**src/rtl/band_corr_acc.sv**
```systemverilog
// band_corr_acc: sums per-lane correlation products, integrates them per band
// over a programmable number of spectra and streams the band results out on a
// valid/ready handshake through a single-result shadow buffer.
module band_corr_acc #(
  parameter int DIN_WIDTH     = 35,
  parameter int PARALLEL      = 4,
  parameter int VECTOR_LEN    = 64,
  parameter int BANDS         = 4,
  parameter int PRE_SHIFT     = 0,
  parameter int ACC_WIDTH     = 32,
  parameter int ACC_LEN_WIDTH = 16,
  localparam int BW = (BANDS > 1) ? $clog2(BANDS) : 1
) (
  input  logic                          clk,
  input  logic                          rst_n,
  input  logic [PARALLEL*DIN_WIDTH-1:0] pow0,
  input  logic [PARALLEL*DIN_WIDTH-1:0] pow1,
  input  logic [PARALLEL*DIN_WIDTH-1:0] corr_re,
  input  logic [PARALLEL*DIN_WIDTH-1:0] corr_im,
  input  logic                          din_valid,
  input  logic                          sync,
  input  logic [ACC_LEN_WIDTH-1:0]      acc_len,
  input  logic                          clr_overrun,
  output logic signed [ACC_WIDTH-1:0]   r11,
  output logic signed [ACC_WIDTH-1:0]   r22,
  output logic signed [ACC_WIDTH-1:0]   r12_re,
  output logic signed [ACC_WIDTH-1:0]   r12_im,
  output logic [BW-1:0]                 band_number,
  output logic                          dout_sat,
  output logic                          dout_valid,
  input  logic                          dout_ready,
  output logic                          overrun
);

  localparam int CHANS     = VECTOR_LEN / PARALLEL;
  localparam int BAND_STEP = CHANS / BANDS;
  localparam int SW        = DIN_WIDTH + $clog2(PARALLEL);
  localparam int CW        = $clog2(CHANS + 1);
  localparam int FW        = ((SW > ACC_WIDTH) ? SW : ACC_WIDTH) + 1;
  localparam logic [CW-1:0] CHANS_C = CW'(CHANS);
  localparam logic [CW-1:0] LAST_C  = CW'(CHANS - 1);
  localparam logic [ACC_LEN_WIDTH-1:0] LEN_ZERO = {ACC_LEN_WIDTH{1'b0}};
  localparam logic [ACC_LEN_WIDTH-1:0] LEN_ONE  = {{(ACC_LEN_WIDTH-1){1'b0}}, 1'b1};
  localparam logic signed [FW-1:0] MAX_F = {{(FW-ACC_WIDTH+1){1'b0}}, {(ACC_WIDTH-1){1'b1}}};
  localparam logic signed [FW-1:0] MIN_F = {{(FW-ACC_WIDTH+1){1'b1}}, {(ACC_WIDTH-1){1'b0}}};
  localparam logic [ACC_WIDTH-1:0] MAX_A = {1'b0, {(ACC_WIDTH-1){1'b1}}};
  localparam logic [ACC_WIDTH-1:0] MIN_A = {1'b1, {(ACC_WIDTH-1){1'b0}}};

  typedef enum logic [0:0] {I_WAIT, I_ACC} in_state_t;
  typedef enum logic [1:0] {O_EMPTY, O_LOAD, O_SEND} out_state_t;

  // Saturating add (or load when starting a band); returns {overflow, value}.
  function automatic logic [ACC_WIDTH:0] sat_add(
    input logic signed [ACC_WIDTH-1:0] acc_v,
    input logic signed [SW-1:0]        sum_v,
    input logic                        load
  );
    logic signed [FW-1:0] base;
    logic signed [FW-1:0] t;
    logic [ACC_WIDTH:0]   res;
    if (load) base = {FW{1'b0}};
    else      base = FW'(acc_v);
    t = base + FW'(sum_v);
    if (t > MAX_F)      res = {1'b1, MAX_A};
    else if (t < MIN_F) res = {1'b1, MIN_A};
    else                res = {1'b0, t[ACC_WIDTH-1:0]};
    return res;
  endfunction

  in_state_t                  in_state_r;
  out_state_t                 out_state_r;
  logic [CW-1:0]              chan_cnt_r;
  logic [ACC_LEN_WIDTH-1:0]   spec_cnt_r, acc_len_r;
  logic [PARALLEL*DIN_WIDTH-1:0] din_q_s [4];
  logic signed [SW-1:0]       lane_sum_s [4];
  logic signed [SW-1:0]       s1_sum_r [4];
  logic                       s1_valid_r, s1_end_r, done_r;
  logic [BW-1:0]              s1_band_r, band_s, next_band_s;
  logic                       beat_ok_s, first_sync_s, end_beat_s, first_s, ovf_s;
  logic [CW-1:0]              eff_chan_s;
  logic [ACC_LEN_WIDTH-1:0]   spec_eff_s, len_eff_s, len_in_s, spec_next_s;
  logic [ACC_WIDTH:0]         upd_s [4];
  logic signed [ACC_WIDTH-1:0] acc_r [4][BANDS];
  logic signed [ACC_WIDTH-1:0] shadow_r [4][BANDS];
  logic [BANDS-1:0]           hit_r, sat_r, sh_sat_r;

  // Lane adder tree input: sign-extend each lane and sum per quantity.
  always_comb begin
    din_q_s[0] = pow0;
    din_q_s[1] = pow1;
    din_q_s[2] = corr_re;
    din_q_s[3] = corr_im;
    for (int q = 0; q < 4; q++) begin
      lane_sum_s[q] = {SW{1'b0}};
      for (int l = 0; l < PARALLEL; l++) begin
        lane_sum_s[q] = lane_sum_s[q] + SW'($signed(din_q_s[q][l*DIN_WIDTH +: DIN_WIDTH]));
      end
    end
  end

  // Beat qualification: channel index, band, and integration-end detection.
  always_comb begin
    len_in_s     = (acc_len == LEN_ZERO) ? LEN_ONE : acc_len;
    spec_next_s  = (spec_cnt_r == acc_len_r - LEN_ONE) ? spec_cnt_r : spec_cnt_r + LEN_ONE;
    beat_ok_s    = 1'b0;
    first_sync_s = 1'b0;
    eff_chan_s   = chan_cnt_r;
    spec_eff_s   = spec_cnt_r;
    len_eff_s    = acc_len_r;
    if (din_valid && sync) begin
      beat_ok_s  = 1'b1;
      eff_chan_s = {CW{1'b0}};
      if (in_state_r == I_WAIT) begin
        first_sync_s = 1'b1;
        spec_eff_s   = LEN_ZERO;
        len_eff_s    = len_in_s;
      end else begin
        spec_eff_s   = spec_next_s;
      end
    end else if (din_valid && (in_state_r == I_ACC) && (chan_cnt_r < CHANS_C)) begin
      beat_ok_s = 1'b1;
    end else begin
      beat_ok_s = 1'b0;
    end
    end_beat_s = beat_ok_s && (eff_chan_s == LAST_C) && (spec_eff_s == len_eff_s - LEN_ONE);
    band_s     = BW'(eff_chan_s / CW'(BAND_STEP));
  end

  // Input FSM, channel/spectrum counters and the registered lane-sum stage.
  always_ff @(posedge clk or negedge rst_n) begin
    if (!rst_n) begin
      in_state_r <= I_WAIT;
      chan_cnt_r <= {CW{1'b0}};
      spec_cnt_r <= LEN_ZERO;
      acc_len_r  <= LEN_ZERO;
      s1_valid_r <= 1'b0;
      s1_end_r   <= 1'b0;
      s1_band_r  <= {BW{1'b0}};
      for (int q = 0; q < 4; q++) s1_sum_r[q] <= {SW{1'b0}};
    end else begin
      s1_valid_r <= beat_ok_s;
      s1_end_r   <= end_beat_s;
      s1_band_r  <= band_s;
      for (int q = 0; q < 4; q++) s1_sum_r[q] <= lane_sum_s[q] >>> PRE_SHIFT;
      if (din_valid && sync) chan_cnt_r <= CW'(1);
      else if (din_valid && (chan_cnt_r < CHANS_C)) chan_cnt_r <= chan_cnt_r + CW'(1);
      case (in_state_r)
        I_WAIT: begin
          if (first_sync_s) begin
            acc_len_r  <= len_in_s;
            spec_cnt_r <= LEN_ZERO;
            in_state_r <= end_beat_s ? I_WAIT : I_ACC;
          end
        end
        I_ACC: begin
          if (din_valid && sync) spec_cnt_r <= spec_next_s;
          if (end_beat_s) in_state_r <= I_WAIT;
        end
        default: in_state_r <= I_WAIT;
      endcase
    end
  end

  // Saturating update for the band addressed by the stage-1 beat.
  always_comb begin
    first_s = ~hit_r[s1_band_r] | done_r;
    ovf_s   = 1'b0;
    for (int q = 0; q < 4; q++) begin
      upd_s[q] = sat_add(acc_r[q][s1_band_r], s1_sum_r[q], first_s);
      ovf_s    = ovf_s | upd_s[q][ACC_WIDTH];
    end
  end

  // Per-band accumulators; a band's first beat of an integration loads instead of adding.
  always_ff @(posedge clk or negedge rst_n) begin
    if (!rst_n) begin
      done_r <= 1'b0;
      hit_r  <= {BANDS{1'b0}};
      sat_r  <= {BANDS{1'b0}};
      for (int q = 0; q < 4; q++)
        for (int b = 0; b < BANDS; b++) acc_r[q][b] <= {ACC_WIDTH{1'b0}};
    end else begin
      done_r <= s1_valid_r & s1_end_r;
      if (done_r) hit_r <= {BANDS{1'b0}};
      if (s1_valid_r) begin
        hit_r[s1_band_r] <= 1'b1;
        sat_r[s1_band_r] <= (first_s ? 1'b0 : sat_r[s1_band_r]) | ovf_s;
        for (int q = 0; q < 4; q++) acc_r[q][s1_band_r] <= upd_s[q][ACC_WIDTH-1:0];
      end
    end
  end

  assign next_band_s = band_number + BW'(1);

  // Output FSM: capture a finished integration into the shadow and stream its bands.
  always_ff @(posedge clk or negedge rst_n) begin
    if (!rst_n) begin
      out_state_r <= O_EMPTY;
      r11 <= {ACC_WIDTH{1'b0}};
      r22 <= {ACC_WIDTH{1'b0}};
      r12_re <= {ACC_WIDTH{1'b0}};
      r12_im <= {ACC_WIDTH{1'b0}};
      band_number <= {BW{1'b0}};
      dout_sat <= 1'b0;
      dout_valid <= 1'b0;
      overrun <= 1'b0;
      sh_sat_r <= {BANDS{1'b0}};
      for (int q = 0; q < 4; q++)
        for (int b = 0; b < BANDS; b++) shadow_r[q][b] <= {ACC_WIDTH{1'b0}};
    end else begin
      if (done_r && (out_state_r != O_EMPTY)) overrun <= 1'b1;
      else if (clr_overrun) overrun <= 1'b0;
      case (out_state_r)
        O_EMPTY: begin
          if (done_r) begin
            for (int q = 0; q < 4; q++)
              for (int b = 0; b < BANDS; b++)
                shadow_r[q][b] <= hit_r[b] ? acc_r[q][b] : {ACC_WIDTH{1'b0}};
            sh_sat_r    <= hit_r & sat_r;
            out_state_r <= O_LOAD;
          end
        end
        O_LOAD: begin
          r11 <= shadow_r[0][0];
          r22 <= shadow_r[1][0];
          r12_re <= shadow_r[2][0];
          r12_im <= shadow_r[3][0];
          dout_sat <= sh_sat_r[0];
          band_number <= {BW{1'b0}};
          dout_valid <= 1'b1;
          out_state_r <= O_SEND;
        end
        O_SEND: begin
          if (dout_ready) begin
            if (band_number == BW'(BANDS - 1)) begin
              dout_valid  <= 1'b0;
              band_number <= {BW{1'b0}};
              out_state_r <= O_EMPTY;
            end else begin
              band_number <= next_band_s;
              r11 <= shadow_r[0][next_band_s];
              r22 <= shadow_r[1][next_band_s];
              r12_re <= shadow_r[2][next_band_s];
              r12_im <= shadow_r[3][next_band_s];
              dout_sat <= sh_sat_r[next_band_s];
            end
          end
        end
        default: out_state_r <= O_EMPTY;
      endcase
    end
  end

endmodule

```
**config.mk**
```make
export PLATFORM = sky130hd
export DESIGN_NAME = band_corr_acc
export DESIGN_NICKNAME = d
export VERILOG_FILES = /design/src/rtl/band_corr_acc.sv
export SDC_FILE = /design/constraint.sdc
export NUM_CORES = 2
export LEC_CHECK = 0
export ABC_AREA = 1
export BUFFER_PORTS_ARGS = -buffer_cell sky130_fd_sc_hd__buf_2
export CELL_PAD_IN_SITES_DETAIL_PLACEMENT = 0
export CELL_PAD_IN_SITES_GLOBAL_PLACEMENT = 1
export CORE_ASPECT_RATIO = 2
export CORE_UTILIZATION = 49
export CTS_CLUSTER_SIZE = 16
export DETAILED_ROUTE_END_ITERATION = 10
export PLACE_DENSITY_LB_ADDON = 0.3
export RECOVER_POWER = 100
export SLEW_MARGIN = 10
export SYNTH_ARGS = -nofsm -noshare
export SYNTH_HDL_FRONTEND = slang
export SYNTH_SLANG_ARGS = --single-unit
```
**constraint.sdc**
```tcl
create_clock -name clk -period 7.1 [get_ports clk]
set_input_delay 0.71 -clock clk [delete_from_list [all_inputs] [get_ports clk]]
set_output_delay 0.71 -clock clk [all_outputs]
set_load 0.005 [all_outputs]
```
## After elaboration in Yosys (flattened, before gate mapping)

Index checks and enable logic that the tools add are counted.

| word-level totals | value |
|---|---|
| register bits | 1362 |
| latch bits | 0 |
| bits in writable memories | 0 |
| ROM bits | 0 |
| memories | 0 |

| cells by class | value |
|---|---|
| add/subtract/negate cells | 21 |
| multiply operators | 0 |
| div/mod/pow operators | 0 |
| order comparisons | 15 |
| equality and inequality tests | 12 |
| shift-type cells | 0 |
| muxes and demuxes | 116 |
| bitwise logic cells | 12 |
| reductions and logical operators | 22 |

Operator list:

| operator | number |
|---|---|
| $mux 32 | 41 |
| $bmux 32 s2 | 8 |
| $bwmux 128 | 4 |
| $mux 33 | 8 |
| $pmux 32 s2 | 4 |
| $add 38x37->38 | 4 |
| $gt 38x32->1 const B | 4 |
| $lt 38x32->1 const B | 4 |
| $mux 38 | 4 |
| $add 36x35->37 | 4 |
| $add 37x35->37 | 4 |
| $add 35x35->36 | 4 |
| $mux 16 | 8 |
| $demux 32 s2 | 1 |
| $eq 16x16->1 | 2 |
| $pmux 16 s2 | 1 |
| $sub 16x1->16 const B | 2 |
| $mux 1 | 17 |
| $add 16x1->16 const B | 1 |
| $logic_not 16->1 | 1 |
| $mux 5 | 3 |
| $mux 2 | 5 |
| $ne 2x2->1 const B | 5 |
| $logic_and 1x1->1 | 9 |
| other kinds (28) | 50 |

## Logic depth before layout (Yosys ltp)

| depth | value |
|---|---|
| depth after elaboration | 14 |
| depth in mapped cells | 32 |
| depth with buffers taken out | 29 |

## Least setup slack after synthesis

OpenSTA, ideal clock, no wires.

| timing | value |
|---|---|
| kind | input to register |
| from | in corr_im[1] |
| to | reg s1_sum_r[25] in the netlist's numbering |
| library setup time | 79 ps |
| arrival | 3937 ps |
| data required time | 7021 ps |
| path slack | 3084 ps |
| stages | 19 |
| cell sequence | fa_1 -> fa_1 -> ha_1 -> inv_1 -> fa_1 -> o21ai_0 -> nand2_1 -> nand3_1 -> nand4_1 -> nand2_1 -> nand2_1 -> nand2_1 -> nand2_1 -> nand2_1 -> a21boi_0 -> inv_1 -> a31oi_1 -> o21ai_0 -> xor2_1 |

RTL lines:

| item | line | source |
|---|---|---|
| start, declared | 19 | `input logic [PARALLEL*DIN_WIDTH-1:0] corr_im,` |
| end, declared | 76 | `logic signed [SW-1:0] s1_sum_r [4];` |

## Worst setup path after layout

| timing | value |
|---|---|
| from | reg hit_r[3] |
| to | reg sat_r[3] |

| on the way | value |
|---|---|
| cells in the longest elaborated chain, start to end | 14 |

Ends and longest elaborated chain:

| item | line | source |
|---|---|---|
| start, declared | 85 | `logic [BANDS-1:0] hit_r, sat_r, sh_sat_r;` |
| start signal, assigned | 178 | `hit_r <= {BANDS{1'b0}};` |
| start signal, assigned | 184 | `if (done_r) hit_r <= {BANDS{1'b0}};` |
| $bmux 1 s2 * | 166 | `first_s = ~hit_r[s1_band_r] \| done_r;` |
| $mux 1 (implied by the code) * | 166 |  |
| $not 1->1 * | 166 |  |
| $or 1x1->1 * | 166 |  |
| $mux 38 | 61 | `if (load) base = {FW{1'b0}};` |
| $add 38x37->38 | 63 | `t = base + FW'(sum_v);` |
| $lt 38x32->1 | 65 | `else if (t < MIN_F) res = {1'b1, MIN_A};` |
| $mux 33 | 65 |  |
| $mux 33 | 64 | `if (t > MAX_F) res = {1'b1, MAX_A};` |
| $or 1x1->1 (3 in a row) | 170 | `ovf_s = ovf_s \| upd_s[q][ACC_WIDTH];` |
| $or 1x1->1 * | 187 | `sat_r[s1_band_r] <= (first_s ? 1'b0 : sat_r[s1_band_r]) \| ovf_s;` |
| $bwmux 4 * | 187 |  |
| end signal, assigned | 179 | `sat_r <= {BANDS{1'b0}};` |
| end signal, assigned by index | 187 |  |
| end, declared | 85 |  |

Every way passes the cells marked *; elsewhere a longest branch is shown, timed or not. The select of a mux whose other input is x is not followed.
A chain may end at the register's enable or synchronous reset.

==> metrics <==
Least-Margin Pin Slew=around 4.6 ns; Hold Crit Class=input pin to flop; hold path depth=2; final HPWL from detailed placement=189 mm; Clock Latency Late Sink=around 0.8 ns; FF-to-FF path depth=21; routed wire length=about 280 mm; Worst Path Max Fanout=38; Slew headroom=-209%; pwr/cell area=542 nW/um2; Nets=11792; RSZ-0062 raised after global routing=false; final hold violations=0; Critical Path Start=hit_r[3]; share of cells above drive strength 1=9.08%; core area=167000 um2; Routability Congestion=about 0.98; CTS tree=built; Comb pwr share=60.0%; clock sinks=about 1400; Worst Path Required=approximately 7.7 ns; antenna violations before repair=9; CTS Root Cell=clkbuf_16; Fmax achieved=between 150 and 200 MHz; Tcrit/Tclk final=91.3%; gr usage total=32.6%; CTS buffer count=141; row cnt=~210; leak pwr=0.0426 uW; pin count of the biggest net entering global routing=roughly 270; clock transition at the registers of the reported paths=roughly 0.06 ns; Synth Area per Inst=just over 8 um2; Worst Setup Path Type=flop to flop; Worst Path Arrival=7.12 ns; via density per instance=~5.8; Final TNS setup=0 ns; ys flop type=dfrtp_1; hold slack=approximately 0.13 ns; DR DRC count=0; first-pass GRT wire length=430 mm; vias in the first global route=75451; part of the power in registers=approximately a quarter; min Tclk post-route=approximately 6.5 ns; WL/cell=21.7 um; die height=582 um; internal power=23500 uW; Slew Viols, Final=approximately 2200; clock buffer depth=4; post-synthesis sequential element count=1362; die width=292 um; synthesized instance count=10219; GRT Residual Overflow=0; Mapped Area=82400 um2; I/O Pins=715; htree depth=4; max-cap viol count=26; port bufs=approximately 710; via count=73998; Netlist cell types=65; Final Util=54.9%; syn_nets=11386; Yosys Warn Count=0; switch share=52.6%; final-report setup violation count=0; Peak supply drop=0.000500 V; Clock power frac=15.3%; die area=170000 um2; ranking of synthesized cells by area=dfrtp_1 41%, nand2_1 13%, fa_1 7.0%, o21ai_0 6.0%, ha_1 4.5%; area fraction of the dominant cell type after synthesis=41.4%; Starting Density=49.4%; Critical Path End Type=flop; CP Capture Point=sat_r[3]; Reg-to-Reg Start=hit_r[3]; switching power=roughly 26000 uW; failing checks=capacitance limit, slew limit; status=finished with violations; number of enable flip-flop cells after synthesis=0; Final ANT Viol Nets=0; post-synthesis sequential area ratio=41.4%; Worst Clk Skew=0.0565 ns; Worst setup SP type=flop; Yosys top cell by area=dfrtp_1; R2R setup slack=0.62 ns; Area Growth Syn to Fin=11.2%; Synth async-reset ratio=between 90% and 100%; DR iter-0 viols=5300; worst r2r dst=sat_r[3]; Filler Cell Count=15941; DRT Pass-1 Iters=6
## worst max-delay path: stages (launching register included)
cell and delay [ns]:
dfrtp_4 0.82, a22oi_1 0.18, a21oi_1 0.30, inv_4 0.31
clkbuf_1 0.47, a31oi_1 0.73, ha_1 0.43, a21oi_1 0.23
o21ai_0 0.19, nor3_1 0.56, nand3_1 0.33, xor2_1 0.26
nand2_1 0.08, nor2_1 0.13, nand3_1 0.08, nand2_1 0.06
buf_4 0.49, nand2_1 0.13, nor2_1 0.24, nand2_2 0.12
nand2_1 0.07, nand2_1 0.07
## cell usage in the layout, fill, tap and decap left out, types with 22 or more instances in the layout
| master | synthesis | final |
|---|---|---|
| buf_4 | 6 | 43 |
| clkbuf_8 | 0 | 34 |
| a21o_1 | 22 | 22 |
| nor3_1 | 56 | 57 |
| a31oi_1 | 260 | 260 |
| nand4_1 | 56 | 56 |
| clkbuf_16 | 0 | 146 |
| a22oi_1 | 131 | 131 |
| xor2_1 | 204 | 204 |
| xnor2_1 | 95 | 95 |
| nand3_1 | 709 | 710 |
| o21ai_0 | 980 | 1022 |
| o211ai_1 | 135 | 135 |
| buf_2 | 20 | 598 |
| fa_1 | 288 | 288 |
| o21bai_1 | 26 | 26 |
| nand2_1 | 2764 | 2766 |
| inv_1 | 869 | 865 |
| a21oi_1 | 739 | 739 |
| nor2_1 | 433 | 433 |
| clkbuf_1 | 479 | 163 |
| dfrtp_1 | 1362 | 1358 |
| ha_1 | 297 | 296 |
## per-layer routing
layer  up-vias  wire length [um]  GRT usage, %
met2      2735            144000          59.3
li1      34718                 -             -
met1     35791            103000          36.9
met4         6             17800          18.7
met3       748             14900          3.39
met5         -                33             0
## registers in the layout, summed over array words and instances (netlist names), 2 cells and up
name / count
acc_r: 512
shadow_r: 512
s1_sum_r: 148
r11: 32
r12_im: 32
r12_re: 32
r22: 32
acc_len_r: 16
spec_cnt_r: 16
chan_cnt_r: 5
hit_r: 4
sat_r: 4
sh_sat_r: 4
band_number: 2
out_state_r: 2
s1_band_r: 2
## power by group through the flow
stage	registers (uW)	logic (uW)	clock network (uW)
final	12300	29800	7590
after global routing	12500	32800	7970
after CTS	12200	30200	7710
after detailed placement	12300	30000	0
after global placement	12300	29900	0
after floorplan	11300	20500	0
## worst min path at each step
stage / start / end / slack [ns]
2_1_floorplan: rst_n / acc_len_r[0] / 0.41
3_3_place_gp: dout_valid / dout_valid / 0.46
3_5_place_dp: dout_valid / dout_valid / 0.46
4_1_cts: clr_overrun / overrun / 0.1
5_1_grt: clr_overrun / overrun / 0.13
6_report: clr_overrun / overrun / 0.13
## Yosys cell counts, drive strengths merged, types with 4 or more instances
library cell / count
o221ai: 7
nor3: 62
nor2: 451
o21ai: 1036
o21bai: 29
nand3b: 8
a221oi: 11
inv: 882
buf: 66
a22oi: 131
a21boi: 17
fa: 288
o21a: 15
nor4: 20
o31ai: 6
a31oi: 260
a211oi: 9
nand2: 2777
xor2: 204
a21oi: 742
a21o: 22
nand3: 716
o211ai: 135
dfrtp: 1362
nand4: 61
clkbuf: 480
xnor2: 95
clkinv: 4
ha: 297
## through the flow
step	setup slack, ns	total power (uW)	cell area (um2)	instances
after floorplan	3.08	31900	82400	10219
after global placement	1.27	42200	87500	12621
after detailed placement	1.20	42300	87500	12621
after CTS	1.13	50100	92100	12861
after global routing	0.438	53200	91600	12862
final	0.617	49700	91600	12864
## final cells by class
cell class / instances / area, um2 / share of cell area [%]
clock buffers: 202 / 4200 / 4.59
repair buffers: 809 / 4210 / 4.60
clock inverters: 37 / 414 / 0.452
multi-input cells: 7425 / 42600 / 46.5
diodes: 3 / 7.51 / 0.00820
flip-flops and latches: 1362 / 34100 / 37.2
inverters: 886 / 3360 / 3.67
well taps: 2140 / 2680 / 2.92
## what timing repair did
action,CTS,global route
setup buffers,0,0
hold buffers,1,0
hold endpoints to repair,87,0
resized for setup,0,0
## kinds of logic (layout without fill, tap and decap cells)
family                   Yosys count  after routing  share of synthesized area (%)
buffers and inverters           1432           1934                           6.73
flip-flops                      1362           1362                           41.4
AO/OA/AOI/OAI                   2436           2436                           16.7
XOR/XNOR                         299            299                           3.18
adder cells (fa/ha/maj)          585            585                           11.5
AND/OR/NAND/NOR                 4105           4105                           20.5
other                              0              3                              0
Power figures use the tool's default switching activity.
